<file path="config.mk">
export PLATFORM = sky130hd
export DESIGN_NAME = mxv_feeder
export DESIGN_NICKNAME = d
export VERILOG_FILES = /design/src/rtl/mxv_feeder.sv
export SDC_FILE = /design/constraint.sdc
export NUM_CORES = 1
export LEC_CHECK = 0
export ABC_AREA = 1
export BUFFER_PORTS_ARGS = -buffer_cell sky130_fd_sc_hd__buf_4
export CORE_ASPECT_RATIO = 0.9
export CORE_UTILIZATION = 40
export CTS_BUF_LIST = sky130_fd_sc_hd__clkbuf_2 sky130_fd_sc_hd__clkbuf_4 sky130_fd_sc_hd__clkbuf_8
export DETAILED_ROUTE_END_ITERATION = 12
export PLACE_DENSITY = 0.55
export SLEW_MARGIN = 20
export SYNTH_ARGS = -nofsm -noshare
export SYNTH_HDL_FRONTEND = slang
export SYNTH_SLANG_ARGS = --single-unit
</file>
<file path="constraint.sdc">
create_clock -name clk -period 6.11 [get_ports clk]
set_clock_uncertainty 0.05 [all_clocks]
set_input_delay 0.3055 -clock clk [delete_from_list [all_inputs] [get_ports clk]]
set_output_delay 0.3055 -clock clk [all_outputs]
set_load 0.01 [all_outputs]
</file>
<file path="src/rtl/mxv_feeder.sv">
// Operand store and skewed stream sequencer feeding an N-PE
// matrix-vector chain; all outputs are registered.
module mxv_feeder #(
    parameter int N           = 4,
    parameter int Word_Length = 8
) (
    input  logic                       clk,
    input  logic                       reset,
    input  logic                       wr_en,
    input  logic                       wr_sel,
    input  logic [$clog2(N*N)-1:0]     wr_addr,
    input  logic [Word_Length-1:0]     wr_data,
    input  logic                       go,
    output logic                       pe_start,
    output logic [Word_Length-1:0]     pe_v,
    output logic [N*Word_Length-1:0]   pe_a,
    output logic                       busy,
    output logic                       done,
    output logic                       load_err
);

    localparam int AW  = $clog2(N*N);
    localparam int AW1 = AW + 1;
    localparam int VW  = $clog2(N);
    localparam int KW  = $clog2(2*N);
    localparam int W   = Word_Length;

    localparam logic [AW:0]   VLIM  = AW1'(N);
    localparam logic [AW:0]   MLIM  = AW1'(N*N);
    localparam logic [KW-1:0] KN    = KW'(N);
    localparam logic [KW-1:0] KLAST = KW'(2*N-2);

    typedef enum logic [2:0] {
        IDLE,
        CLEAR,
        STREAM,
        DRAIN,
        DONE
    } state_t;

    state_t          state, state_nx;
    logic [KW-1:0]   k, k_nx;
    logic [W-1:0]    mat [N*N];
    logic [W-1:0]    vec [N];

    logic            addr_ok;
    logic            wr_ok;
    logic            wr_bad;

    logic            start_d;
    logic            busy_d;
    logic            done_d;
    logic [W-1:0]    v_d;
    logic [N*W-1:0]  a_d;

    // Writes land only while idle so a stream sees the go-edge operands
    always_comb begin
        addr_ok = wr_sel ? ({1'b0, wr_addr} < VLIM)
                         : ({1'b0, wr_addr} < MLIM);
        wr_ok   = wr_en && (state == IDLE) && addr_ok;
        wr_bad  = wr_en && !wr_ok;
    end

    // Operand store, cleared by reset
    always_ff @(posedge clk or negedge reset) begin
        if (!reset) begin
            for (int i = 0; i < N*N; i++) mat[i] <= '0;
            for (int i = 0; i < N; i++)   vec[i] <= '0;
        end else if (wr_ok) begin
            if (wr_sel) vec[wr_addr[VW-1:0]] <= wr_data;
            else        mat[wr_addr]         <= wr_data;
        end
    end

    // State and step counter registers
    always_ff @(posedge clk or negedge reset) begin
        if (!reset) begin
            state <= IDLE;
            k     <= '0;
        end else begin
            state <= state_nx;
            k     <= k_nx;
        end
    end

    // Next-state logic; go outside IDLE is simply not looked at
    always_comb begin
        state_nx = state;
        k_nx     = k;
        unique case (state)
            IDLE:   if (go) state_nx = CLEAR;
            CLEAR: begin
                state_nx = STREAM;
                k_nx     = '0;
            end
            STREAM: begin
                if (k == KLAST) state_nx = DRAIN;
                else            k_nx     = k + 1'b1;
            end
            DRAIN:  state_nx = DONE;
            DONE:   state_nx = IDLE;
            default: state_nx = IDLE;
        endcase
    end

    // Output values for the current state, registered one cycle later
    always_comb begin
        start_d = 1'b0;
        busy_d  = 1'b0;
        done_d  = 1'b0;
        v_d     = '0;
        a_d     = '0;
        unique case (state)
            CLEAR: begin
                start_d = 1'b1;
                busy_d  = 1'b1;
            end
            STREAM: begin
                busy_d = 1'b1;
                if (k < KN) v_d = vec[k[VW-1:0]];
                for (int i = 0; i < N; i++) begin
                    if (k >= KW'(i) && k <= KW'(i+N-1))
                        a_d[i*W +: W] =
                          mat[AW'(i*N) + AW'(k) - AW'(i)];
                end
            end
            DRAIN:  busy_d = 1'b1;
            DONE:   done_d = 1'b1;
            default: ;
        endcase
    end

    // Output flops
    always_ff @(posedge clk or negedge reset) begin
        if (!reset) begin
            pe_start <= 1'b0;
            pe_v     <= '0;
            pe_a     <= '0;
            busy     <= 1'b0;
            done     <= 1'b0;
            load_err <= 1'b0;
        end else begin
            pe_start <= start_d;
            pe_v     <= v_d;
            pe_a     <= a_d;
            busy     <= busy_d;
            done     <= done_d;
            load_err <= wr_bad;
        end
    end

endmodule

</file>
==> impl_results.md <==
* Outcome: finished, final reports clean
* Root Buffer: clkbuf_8
* Starting Density at 0.406
* Power Dens Cells at 465 mW/mm^2
* Crit share post-route at 0.584
* Die area at ~0.028 mm^2
* Routed len/inst at 19.6 um
* Startpoint types: register
* Sum Neg Setup Slack at 0 ps
* CTS Hold Bufs at 8
* Htree depth at 2
* CTS clk-pin slew, worst paths at 60 ps
* Hold_sp: wr_data[3]
* CP Class: register to register
* DIE WIDTH at 176 um
* Crit path time final at ~3600 ps
* Commonest non-fill, non-tap cell in the layout: nand2_1
* First-pass GRT wire length at 58700 um
* Multiplexer area fraction after synthesis at 0
* Routability cong. at 0.919
* CTS Buffer Depth at 3
* Switching share of power at 0.424
* Netlist Area Pre-Place at 0.0109 mm^2
* Initial antenna violation count at 0
* Clock sinks at 210
* RSZ-0062 raised after global routing: false
* Switch Pwr at 0.00244 W
* Clock share of power at 0.245
* Slew @ Worst Pin at 1020 ps
* Hold depth at 3
* Main combinational cell family by area after synthesis: simple AND/OR/NAND/NOR gates
* Chip height at 159 um
* # IOs at 61
* DRT iter0 DRCs at 1325
* Number of global-route vias before repair at between 9000 and 10000
* Final setup vio count at 0
* Post-synthesis net count at about 1500
* Synth Area in XOR/XNOR at 0
* CTS Buf Count at 38
* Comb pwr share at 0.383
* Share of cells above drive strength 1 at 0.0942
* IO buf count at 60
* Global route overflow at 0
* P_leak at 5.91 nW
* Post-route ant nets at 0
* Number of max-cap violations at 0
* Worst-Skew Late Latency at about 540 ps
* Req. time, crit path at 6480 ps
* Yosys cell types at 23
* R2R cell count at 7
* Synth area leaders: dfrtp_1 48%, nand2_1 19%, nand3_1 10%
* #FFs+latches synth at 210
* Detailed-route DRC error count at 0
* Post-DP HPWL at around 24000 um
* Synth top area share at 0.480
* Synth area leader: dfrtp_1
* Largest net degree at the start of global routing at 94
* Post-synthesis cell count at about 1500
* Yosys warns at 0
* Seq/Total Area, Yosys at 0.480
* Simple-gate share of the synthesized area at 0.356
* Avg Cell Area, Syn at approximately 7.3 um^2
* Adder-cell share of the synthesized area at 0.0114
* Crit Reg-Reg Endpoint: pe_a[18]$_DFF_PN0_
* Fin. Hold Viols at 0
* Hold endpoint: vec[19]$_DFFE_PN0P_
* Reg-to-Reg Start: k[2]$_DFFE_PN0P_
* R2r setup slk at between 2000 and 3000 ps
* Fin. max-slew vios at 0
* Final instance area at 0.0124 mm^2
* # rows at 57
* Most frequent cells in the layout: 567 x nand2_1, 227 x nand3_1, 208 x dfrtp_1
* Worst hold path type: primary input to register
* Critical-path maximum fanout at 17
* Core box area at 0.0270 mm^2
* Flop pwr share at 0.372
* Slew HR at 0.318
* Complex-gate fraction of the synthesized area at 0.101
* Worst VDD drop at 254 uV
* CTS tree: built
* Int Power at 0.00332 W
* Total number of vias at 10487
* Area growth syn-to-layout at 13.3%
* # diodes at 0
* Postcts setup bufs at 0
* Arrival time worst endpoint at 3940 ps
* GRT Util Overall at 0.272
* DRT Pass-1 Iters at 6
* Placed cell area at ~0.012 mm^2
* Fmax at 0.280 GHz
* Nets at 1543
* Post-cts resize count at 0
* DR vias/cell at 5.54
* Drt total wl at 37100 um
* Crit. End Element: register
layout make-up:
type / count / area, um^2
Clock buffer: 56 / 721
Clock inverter: 8 / 77.6
Fill cell: 2723 / 14600
Inverter: 37 / 141
Multi-Input combinational cell: 1150 / 5140
Sequential cell: 210 / 5260
Tap cell: 354 / 443
Timing Repair Buffer: 79 / 621
metal layers:
layer | vias up | track usage | routed length [um]
li1 | 4981 | - | -
met1 | 5031 | 0.407 | 17300
met2 | 406 | 0.399 | 16100
met3 | 69 | 0.0420 | 2420
met4 | 0 | 0.0948 | 1280
met5 | - | 0 | 0
how the worst max path moves through the flow:
stage	from	end	slack (ps)
6_report	k[2]$_DFFE_PN0P_	pe_a[18]$_DFF_PN0_	2540
5_1_grt	k[0]$_DFFE_PN0P_	pe_a[16]$_DFF_PN0_	2360
4_1_cts	k[2]$_DFFE_PN0P_	pe_a[18]$_DFF_PN0_	2590
3_5_place_dp	k[2]$_DFFE_PN0P_	pe_a[19]$_DFF_PN0_	2600
3_3_place_gp	k[2]$_DFFE_PN0P_	pe_a[19]$_DFF_PN0_	2560
2_1_floorplan	k[0]$_DFFE_PN0P_	pe_a[25]$_DFF_PN0_	3380
sequential cells by signal (all words and copies together), names as in the netlist:
signal and count:
pe_v 8, k 3, pe_start 1, vec 32
busy 1, state 3, done 1, load_err 1
pe_a 32, mat 128
power by group through the flow:
stage	sequential [W]	clock, W	combinational, W
6_report	0.00215	0.00141	0.00220
4_1_cts	0.00214	0.00144	0.00219
3_3_place_gp	0.00215	0	0.00216
2_1_floorplan	0.00204	0	0.00156
3_5_place_dp	0.00215	0	0.00218
5_1_grt	0.00219	0.00151	0.00248
synth_stat cells:
cell,instances
o21ai_0,157
nand2_2,1
inv_1,34
inv_2,1
buf_1,11
o21ai_1,2
a21oi_1,36
nor3_4,2
clkbuf_1,61
a211oi_1,1
or2_2,2
ha_1,10
nand2_1,567
nor2_1,87
dfrtp_1,210
nand4_1,32
nor3_1,3
nand3b_1,5
o211ai_1,17
buf_2,29
nor2_2,1
clkinv_1,2
nand3_1,227
critical path: stages (launching register included):
cell and delay, ps:
dfrtp_1 750, inv_1 490, ha_1 980, inv_1 580
nand3_1 250, nand3_1 160, nand2_1 130, nor2_1 60
cells by family after synthesis:
group           after synthesis
simple gates                927
compound gates              213
flops                       210
buf+inv                     138
fa+ha+maj                    10
per-stage QoR:
| stage | power, W | setup slack [ps] | instances | utilization | hold WS [ps] |
|---|---|---|---|---|---|
| 6_report | 0.00576 | 2540 | 1894 | 0.460 | 20.7 |
| 5_1_grt | 0.00618 | 2360 | 1894 | 0.460 | 19.1 |
| 4_1_cts | 0.00576 | 2590 | 1894 | 0.460 | 5.77 |
| 3_5_place_dp | 0.00433 | 2600 | 1822 | 0.427 | 340 |
| 3_3_place_gp | 0.00431 | 2560 | 1822 | 0.427 | 338 |
| 2_1_floorplan | 0.00361 | 3380 | 1498 | - | -40.1 |
(Power assumes the default switching activity.)
